[config.mk]
export PLATFORM = sky130hd
export DESIGN_NAME = packet_output_arbiter
export DESIGN_NICKNAME = d
export VERILOG_FILES = /design/src/rtl/packet_output_arbiter_pkg.sv /design/src/rtl/packet_output_arbiter_rr_priority_picker.sv /design/src/rtl/packet_output_arbiter.sv
export SDC_FILE = /design/constraint.sdc
export NUM_CORES = 1
export LEC_CHECK = 0
export BUFFER_PORTS_ARGS = -buffer_cell sky130_fd_sc_hd__buf_4
export CORE_UTILIZATION = 40
export CTS_CLUSTER_DIAMETER = 40
export DETAILED_ROUTE_END_ITERATION = 8
export MAX_ROUTING_LAYER = met4
export PLACE_DENSITY = 0.66
export SYNTH_ARGS = -nofsm -noshare
export SYNTH_HDL_FRONTEND = slang
export SYNTH_SLANG_ARGS = --single-unit
[constraint.sdc]
create_clock -name clk_i -period 8.6 [get_ports clk_i]
set_input_delay 2.15 -clock clk_i [delete_from_list [all_inputs] [get_ports clk_i]]
set_output_delay 2.15 -clock clk_i [all_outputs]
set_load 0.02 [all_outputs]
[src/rtl/packet_output_arbiter_pkg.sv]
// Shared switch definitions for the output arbiter: state encoding,
// grant-index width derivation and default sizing.
package packet_output_arbiter_pkg;

    // Arbiter state encoding (kept as plain constants for legacy users)
    localparam logic [0:0] ARB_IDLE = 1'b0;
    localparam logic [0:0] ARB_BUSY = 1'b1;

    // Default number of competing input ports (N, S, E, W, local)
    localparam int ARB_IN_N_DEFAULT = 5;

    // Default stall limit before a held grant is forcibly released
    localparam int ARB_TIMEOUT_CYCLES_DEFAULT = 64;

    // Width of an encoded index into n ports; never narrower than one bit
    function automatic int arb_idx_w(input int n);
        return (n > 1) ? $clog2(n) : 1;
    endfunction

endpackage

[src/rtl/packet_output_arbiter_rr_priority_picker.sv]
// Combinational round-robin priority picker. The request vector is doubled,
// rotated right by the pointer and scanned from bit 0, so the first set bit
// at or after ptr wins (with wrap). Shared with the input-side VC allocator.
module rr_priority_picker
    import packet_output_arbiter_pkg::*;
#(
    parameter int N     = ARB_IN_N_DEFAULT,
    parameter int IDX_W = arb_idx_w(N)
) (
    input  logic [N-1:0]     req,
    input  logic [IDX_W-1:0] ptr,
    output logic             found,
    output logic [IDX_W-1:0] winner,
    output logic [N-1:0]     winner_onehot
);

    logic [2*N-1:0]   req_dbl;
    logic [2*N-1:0]   req_shifted;
    logic [N-1:0]     req_rot;
    logic [IDX_W-1:0] offset;
    logic [IDX_W:0]   sum_raw;
    logic [IDX_W:0]   sum_wrap;

    assign req_dbl     = {req, req};
    assign req_shifted = req_dbl >> ptr;
    assign req_rot     = req_shifted[N-1:0];

    // Scan the rotated vector; descending loop leaves the lowest set offset
    always_comb begin
        offset = '0;
        for (int i = N - 1; i >= 0; i--) begin
            if (req_rot[i]) begin
                offset = IDX_W'(i);
            end
        end
    end

    // Undo the rotation: winner = (ptr + offset) mod N
    always_comb begin
        sum_raw  = {1'b0, ptr} + {1'b0, offset};
        sum_wrap = sum_raw;
        if (sum_raw >= (IDX_W + 1)'(N)) begin
            sum_wrap = sum_raw - (IDX_W + 1)'(N);
        end
    end

    assign found  = |req;
    assign winner = sum_wrap[IDX_W-1:0];

    generate
        for (genvar gi = 0; gi < N; gi++) begin : g_onehot
            assign winner_onehot[gi] = found && (winner == IDX_W'(gi));
        end
    endgenerate

endmodule

[src/rtl/packet_output_arbiter.sv]
// Per-output-port wormhole arbiter for the NoC switch. A round-robin grant is
// registered and held from head to tail flit; on a tail transfer the next
// winner is chosen in the same cycle so packets hand over with no bubble.
// Optional feature macro: ARB_HOLD_TIMEOUT_EN (force-release of a grant that
// has been stalled for TIMEOUT_CYCLES cycles, reported on timeout_o).
module packet_output_arbiter
    import packet_output_arbiter_pkg::*;
#(
    parameter int IN_N = ARB_IN_N_DEFAULT
`ifdef ARB_HOLD_TIMEOUT_EN
    ,
    parameter int TIMEOUT_CYCLES = ARB_TIMEOUT_CYCLES_DEFAULT
`endif
) (
    input  logic                       clk_i,
    input  logic                       rst_ni,
    input  logic [IN_N-1:0]            req_i,
    input  logic                       flit_vld_i,
    input  logic                       flit_tail_i,
    input  logic                       out_rdy_i,
    output logic [IN_N-1:0]            gnt_o,
    output logic [arb_idx_w(IN_N)-1:0] gnt_idx_o,
    output logic                       gnt_vld_o,
    output logic                       xfer_o,
    output logic                       timeout_o
);

    localparam int IDX_W = arb_idx_w(IN_N);

    logic [0:0]       state_reg, state_next;
    logic [IN_N-1:0]  gnt_reg, gnt_next;
    logic [IDX_W-1:0] idx_reg, idx_next;
    logic [IDX_W-1:0] ptr_reg, ptr_next;   // round-robin highest-priority index

    logic             pick_found;
    logic [IDX_W-1:0] pick_idx;
    logic [IN_N-1:0]  pick_onehot;
    logic             timeout_fire;
    logic             release_grant;
    logic             arbitrate;

    rr_priority_picker #(
        .N     (IN_N),
        .IDX_W (IDX_W)
    ) u_picker (
        .req           (req_i),
        .ptr           (ptr_reg),
        .found         (pick_found),
        .winner        (pick_idx),
        .winner_onehot (pick_onehot)
    );

    assign gnt_vld_o = (state_reg == ARB_BUSY);
    assign xfer_o    = gnt_vld_o & flit_vld_i & out_rdy_i;
    assign gnt_o     = gnt_reg;
    assign gnt_idx_o = idx_reg;

`ifdef ARB_HOLD_TIMEOUT_EN
    localparam int CNT_W = $clog2(TIMEOUT_CYCLES + 1);

    logic [CNT_W-1:0] stall_cnt_reg, stall_cnt_next;
    logic             timeout_reg;

    // Final stalled cycle: release now so the new grant and the pulse coincide
    assign timeout_fire = gnt_vld_o & ~xfer_o &
                          (stall_cnt_reg == CNT_W'(TIMEOUT_CYCLES - 1));

    // Count consecutive stalled BUSY cycles; any transfer or handover clears
    always_comb begin
        stall_cnt_next = stall_cnt_reg;
        if (!gnt_vld_o || xfer_o || timeout_fire) begin
            stall_cnt_next = '0;
        end else begin
            stall_cnt_next = stall_cnt_reg + 1'b1;
        end
    end

    // Stall counter and timeout pulse registers
    always_ff @(posedge clk_i or negedge rst_ni) begin
        if (!rst_ni) begin
            stall_cnt_reg <= '0;
            timeout_reg   <= 1'b0;
        end else begin
            stall_cnt_reg <= stall_cnt_next;
            timeout_reg   <= timeout_fire;
        end
    end

    assign timeout_o = timeout_reg;
`else
    assign timeout_fire = 1'b0;
    assign timeout_o    = 1'b0;
`endif

    assign release_grant = (xfer_o & flit_tail_i) | timeout_fire;
    assign arbitrate     = ~gnt_vld_o | release_grant;

    // Next grant: re-arbitrate when idle or releasing, otherwise hold
    always_comb begin
        state_next = state_reg;
        gnt_next   = gnt_reg;
        idx_next   = idx_reg;
        ptr_next   = ptr_reg;
        if (arbitrate) begin
            if (pick_found) begin
                state_next = ARB_BUSY;
                gnt_next   = pick_onehot;
                idx_next   = pick_idx;
                ptr_next   = (pick_idx == IDX_W'(IN_N - 1)) ? '0 : pick_idx + 1'b1;
            end else begin
                state_next = ARB_IDLE;
                gnt_next   = '0;
                idx_next   = '0;
            end
        end
    end

    // Grant, index, state and pointer registers
    always_ff @(posedge clk_i or negedge rst_ni) begin
        if (!rst_ni) begin
            state_reg <= ARB_IDLE;
            gnt_reg   <= '0;
            idx_reg   <= '0;
            ptr_reg   <= '0;
        end else begin
            state_reg <= state_next;
            gnt_reg   <= gnt_next;
            idx_reg   <= idx_next;
            ptr_reg   <= ptr_next;
        end
    end

endmodule

==> metrics.txt <==
final WL 2.233 mm; register area 300.3 um2; port bufs 19; max reg flops 5; Clock Power Share 7.8%; layout net count 154; RSZ-0062 raised after global routing no; Avg WL per Cell 13.45 um; slew at the pin with the worst max-slew slack 828.0 ps; Tot GR Track Use 16.84%; Inserted Diodes 0; grt total ovfl 0; register share of total power 18.7%; Pwr per Cell Area 455.3 nW/um2; max cap viols 0; Net Count, Synth 139; Synth Warn # 0; pin count of the biggest net entering global routing 20; clk_skew 1.961 ps; Synth async-reset ratio 100.0%; commonest non-fill, non-tap cell in the layout buf_4; hold crit path type flop to flop; Switching Fraction 49.94%; number of clock sinks 12; crit path time final 5497 ps; combinational share of power 73.6%; Psw 0.2859 mW; Worst Path Max Fanout 8; final worst slack 3103 ps; initial core utilization 42.91%; core area 2522 um2; max-slew violation count 0; clock-pin slew on the worst setup and hold paths 70 ps; cell area after synthesis 1082 um2; DRT iter0 DRCs 21; sequential cell area fraction in the yosys report 27.75%; Fin Setup TNS 0 ps; CP max stage delay 570 ps; WP data required 8780 ps; fraction of layout cells with a size suffix above 1 20.59%; initial antenna violation count 0; slew margin rel. 44.54%; Skew-Pair Late Insertion Delay 270 ps; Synth area leader dfrtp_1; Peak VDD IR 0.3111 mV; area of the multi-input gates 714.4 um2; Worst setup EP type flop; I/O pins 21; die area 2918 um2; vias per cell 5.699; CTS Hold Bufs 0; status complete, no violations; drt first pass iters 4; Final Cycle Share 63.91%; Clock Root Buffer clkbuf_4; cell leakage power 0.6134 nW; PostCTS Resize Cnt 0; floorplan row count 18; cell chain of the critical path buf_4, and3b_1, a2111oi_0, a211oi_1, o21ai_0, o31ai_1, ha_1, fa_1, inv_1, ha_1, nand2b_1, a221oi_4, nand2b_1, o21ai_0, ha_1, o31ai_1; Synth cell types 44; CP max-delay cell fa_1; CTS tree built; Layout area overhead 16.19%; #FFs+latches synth 12; Die Wd 54.02 um; Final Hold Fails 0; setup violators final 0; Top FF cell, synth dfrtp_1; kind of critical path input pin to flop; Avg Cell Area, Syn 8.871 um2; Final GP Congestion 0.8032; Arr. time, crit path 5680 ps; area share of the largest cell type after synthesis 27.75%; post-DP HPWL 1.713 mm; most frequent cells in the layout 19 x buf_4, 12 x nor2_1, 12 x dfrtp_1; CTS max path bufs 2; CP Launch Type input pin; Achievable Freq 0.1819 GHz; WHS 486.4 ps; CP most frequent cell ha_1; top cells by area, synth dfrtp_1 28%, mux2i_1 8.3%, ha_1 6.9%, nor2_1 4.2%, a22o_1 4.0%; internal power 0.2866 mW; H-tree Lvls 1; vias in the first global route 891; count of flip-flops with a built-in enable after synthesis 0; total number of vias 946; Post-Syn Instances 122; pre-CTS setup slack 2799 ps; Die Ht 54.02 um; first-pass GRT wire length 3.594 mm; final core utilization 49.85%; number of buffers inserted by post-CTS setup repair 0; Fillers 240; cts bufs inserted 3; Antenna Nets Post-Route 0; # DRC 0
## power groups by stage
stage                     Sequential (mW)  Combinational (mW)  Clock, mW
after CTS                           0.107               0.424     0.0459
after floorplan                     0.109               0.327          0
after detailed placement            0.108               0.420          0
after global routing                0.111               0.462     0.0480
final                               0.107               0.421     0.0444
after global placement              0.107               0.408          0
## final timing paths
check	slack, ps	start	end	cells past startpoint
hold reg to reg	490	gnt_o[2]$_DFFE_PN0N_	gnt_o[2]$_DFFE_PN0N_	2
max in group asynchronous	6750	rst_ni	gnt_o[4]$_DFFE_PN0N_	1
setup reg to reg	4400	ptr_reg[2]$_DFFE_PN0P_	ptr_reg[2]$_DFFE_PN0P_	15
setup / recovery	3100	req_i[2]	ptr_reg[2]$_DFFE_PN0P_	16
hold / removal	490	gnt_o[2]$_DFFE_PN0N_	gnt_o[2]$_DFFE_PN0N_	2
min in group asynchronous	1700	rst_ni	gnt_o[1]$_DFFE_PN0N_	1
## worst max-delay path: cells and delay by family
family / cells / cell delay, ps
AOI/OAI and AO/OA: 7 / 1470
buffers and inverters: 2 / 240
and+or+nand+nor: 3 / 500
adders and majority gates: 4 / 1320
## kinds of logic after synthesis
kind of cell / Yosys count / share of synthesized area (%)
buffers and inverters: 16 / 6.242
muxes: 12 / 12.49
AOI/OAI and AO/OA: 31 / 22.08
xor gates and xnor gates: 3 / 2.428
DFF: 12 / 27.75
and+or+nand+nor: 40 / 19.89
adders and majority gates: 7 / 8.786
other: 1 / 0.3465
## cells in the mapped netlist, drive strengths merged (2+ instances only)
cell type   n
o31ai       2
xnor2       2
nand2b      3
a211oi      2
nor4bb      2
and2        3
a21o        3
nand2       5
a21oi       3
mux2i       9
ha          6
nand3       5
nor4b       2
dfrtp      12
o21ai       7
a22o        5
nor2       12
nor3        2
clkbuf      5
mux2        2
inv         7
buf         4
## final cells by class
cell class / count / area share [%]
well taps: 30 / 2.985
clock buffers: 4 / 2.886
inverters: 7 / 2.090
flip-flops and latches: 12 / 23.88
repair buffers: 19 / 11.34
multi-input cells: 94 / 56.82
## routing by layer
layer / routed length [um] / global-route usage, %
met4: 17 / 2.564
met1: 1060 / 19.38
met2: 1094 / 31.69
met3: 62 / 1.695
met5: 0 / -
## stage by stage
| stage | total power, mW | cell area (um2) | instances |
|---|---|---|---|
| after CTS | 0.5769 | 1257 | 166 |
| after global placement | 0.5151 | 1221 | 162 |
| after floorplan | 0.4365 | 1082 | 122 |
| after global routing | 0.6207 | 1257 | 166 |
| final | 0.5725 | 1257 | 166 |
| after detailed placement | 0.5280 | 1221 | 162 |
(Power assumes the default switching activity.)
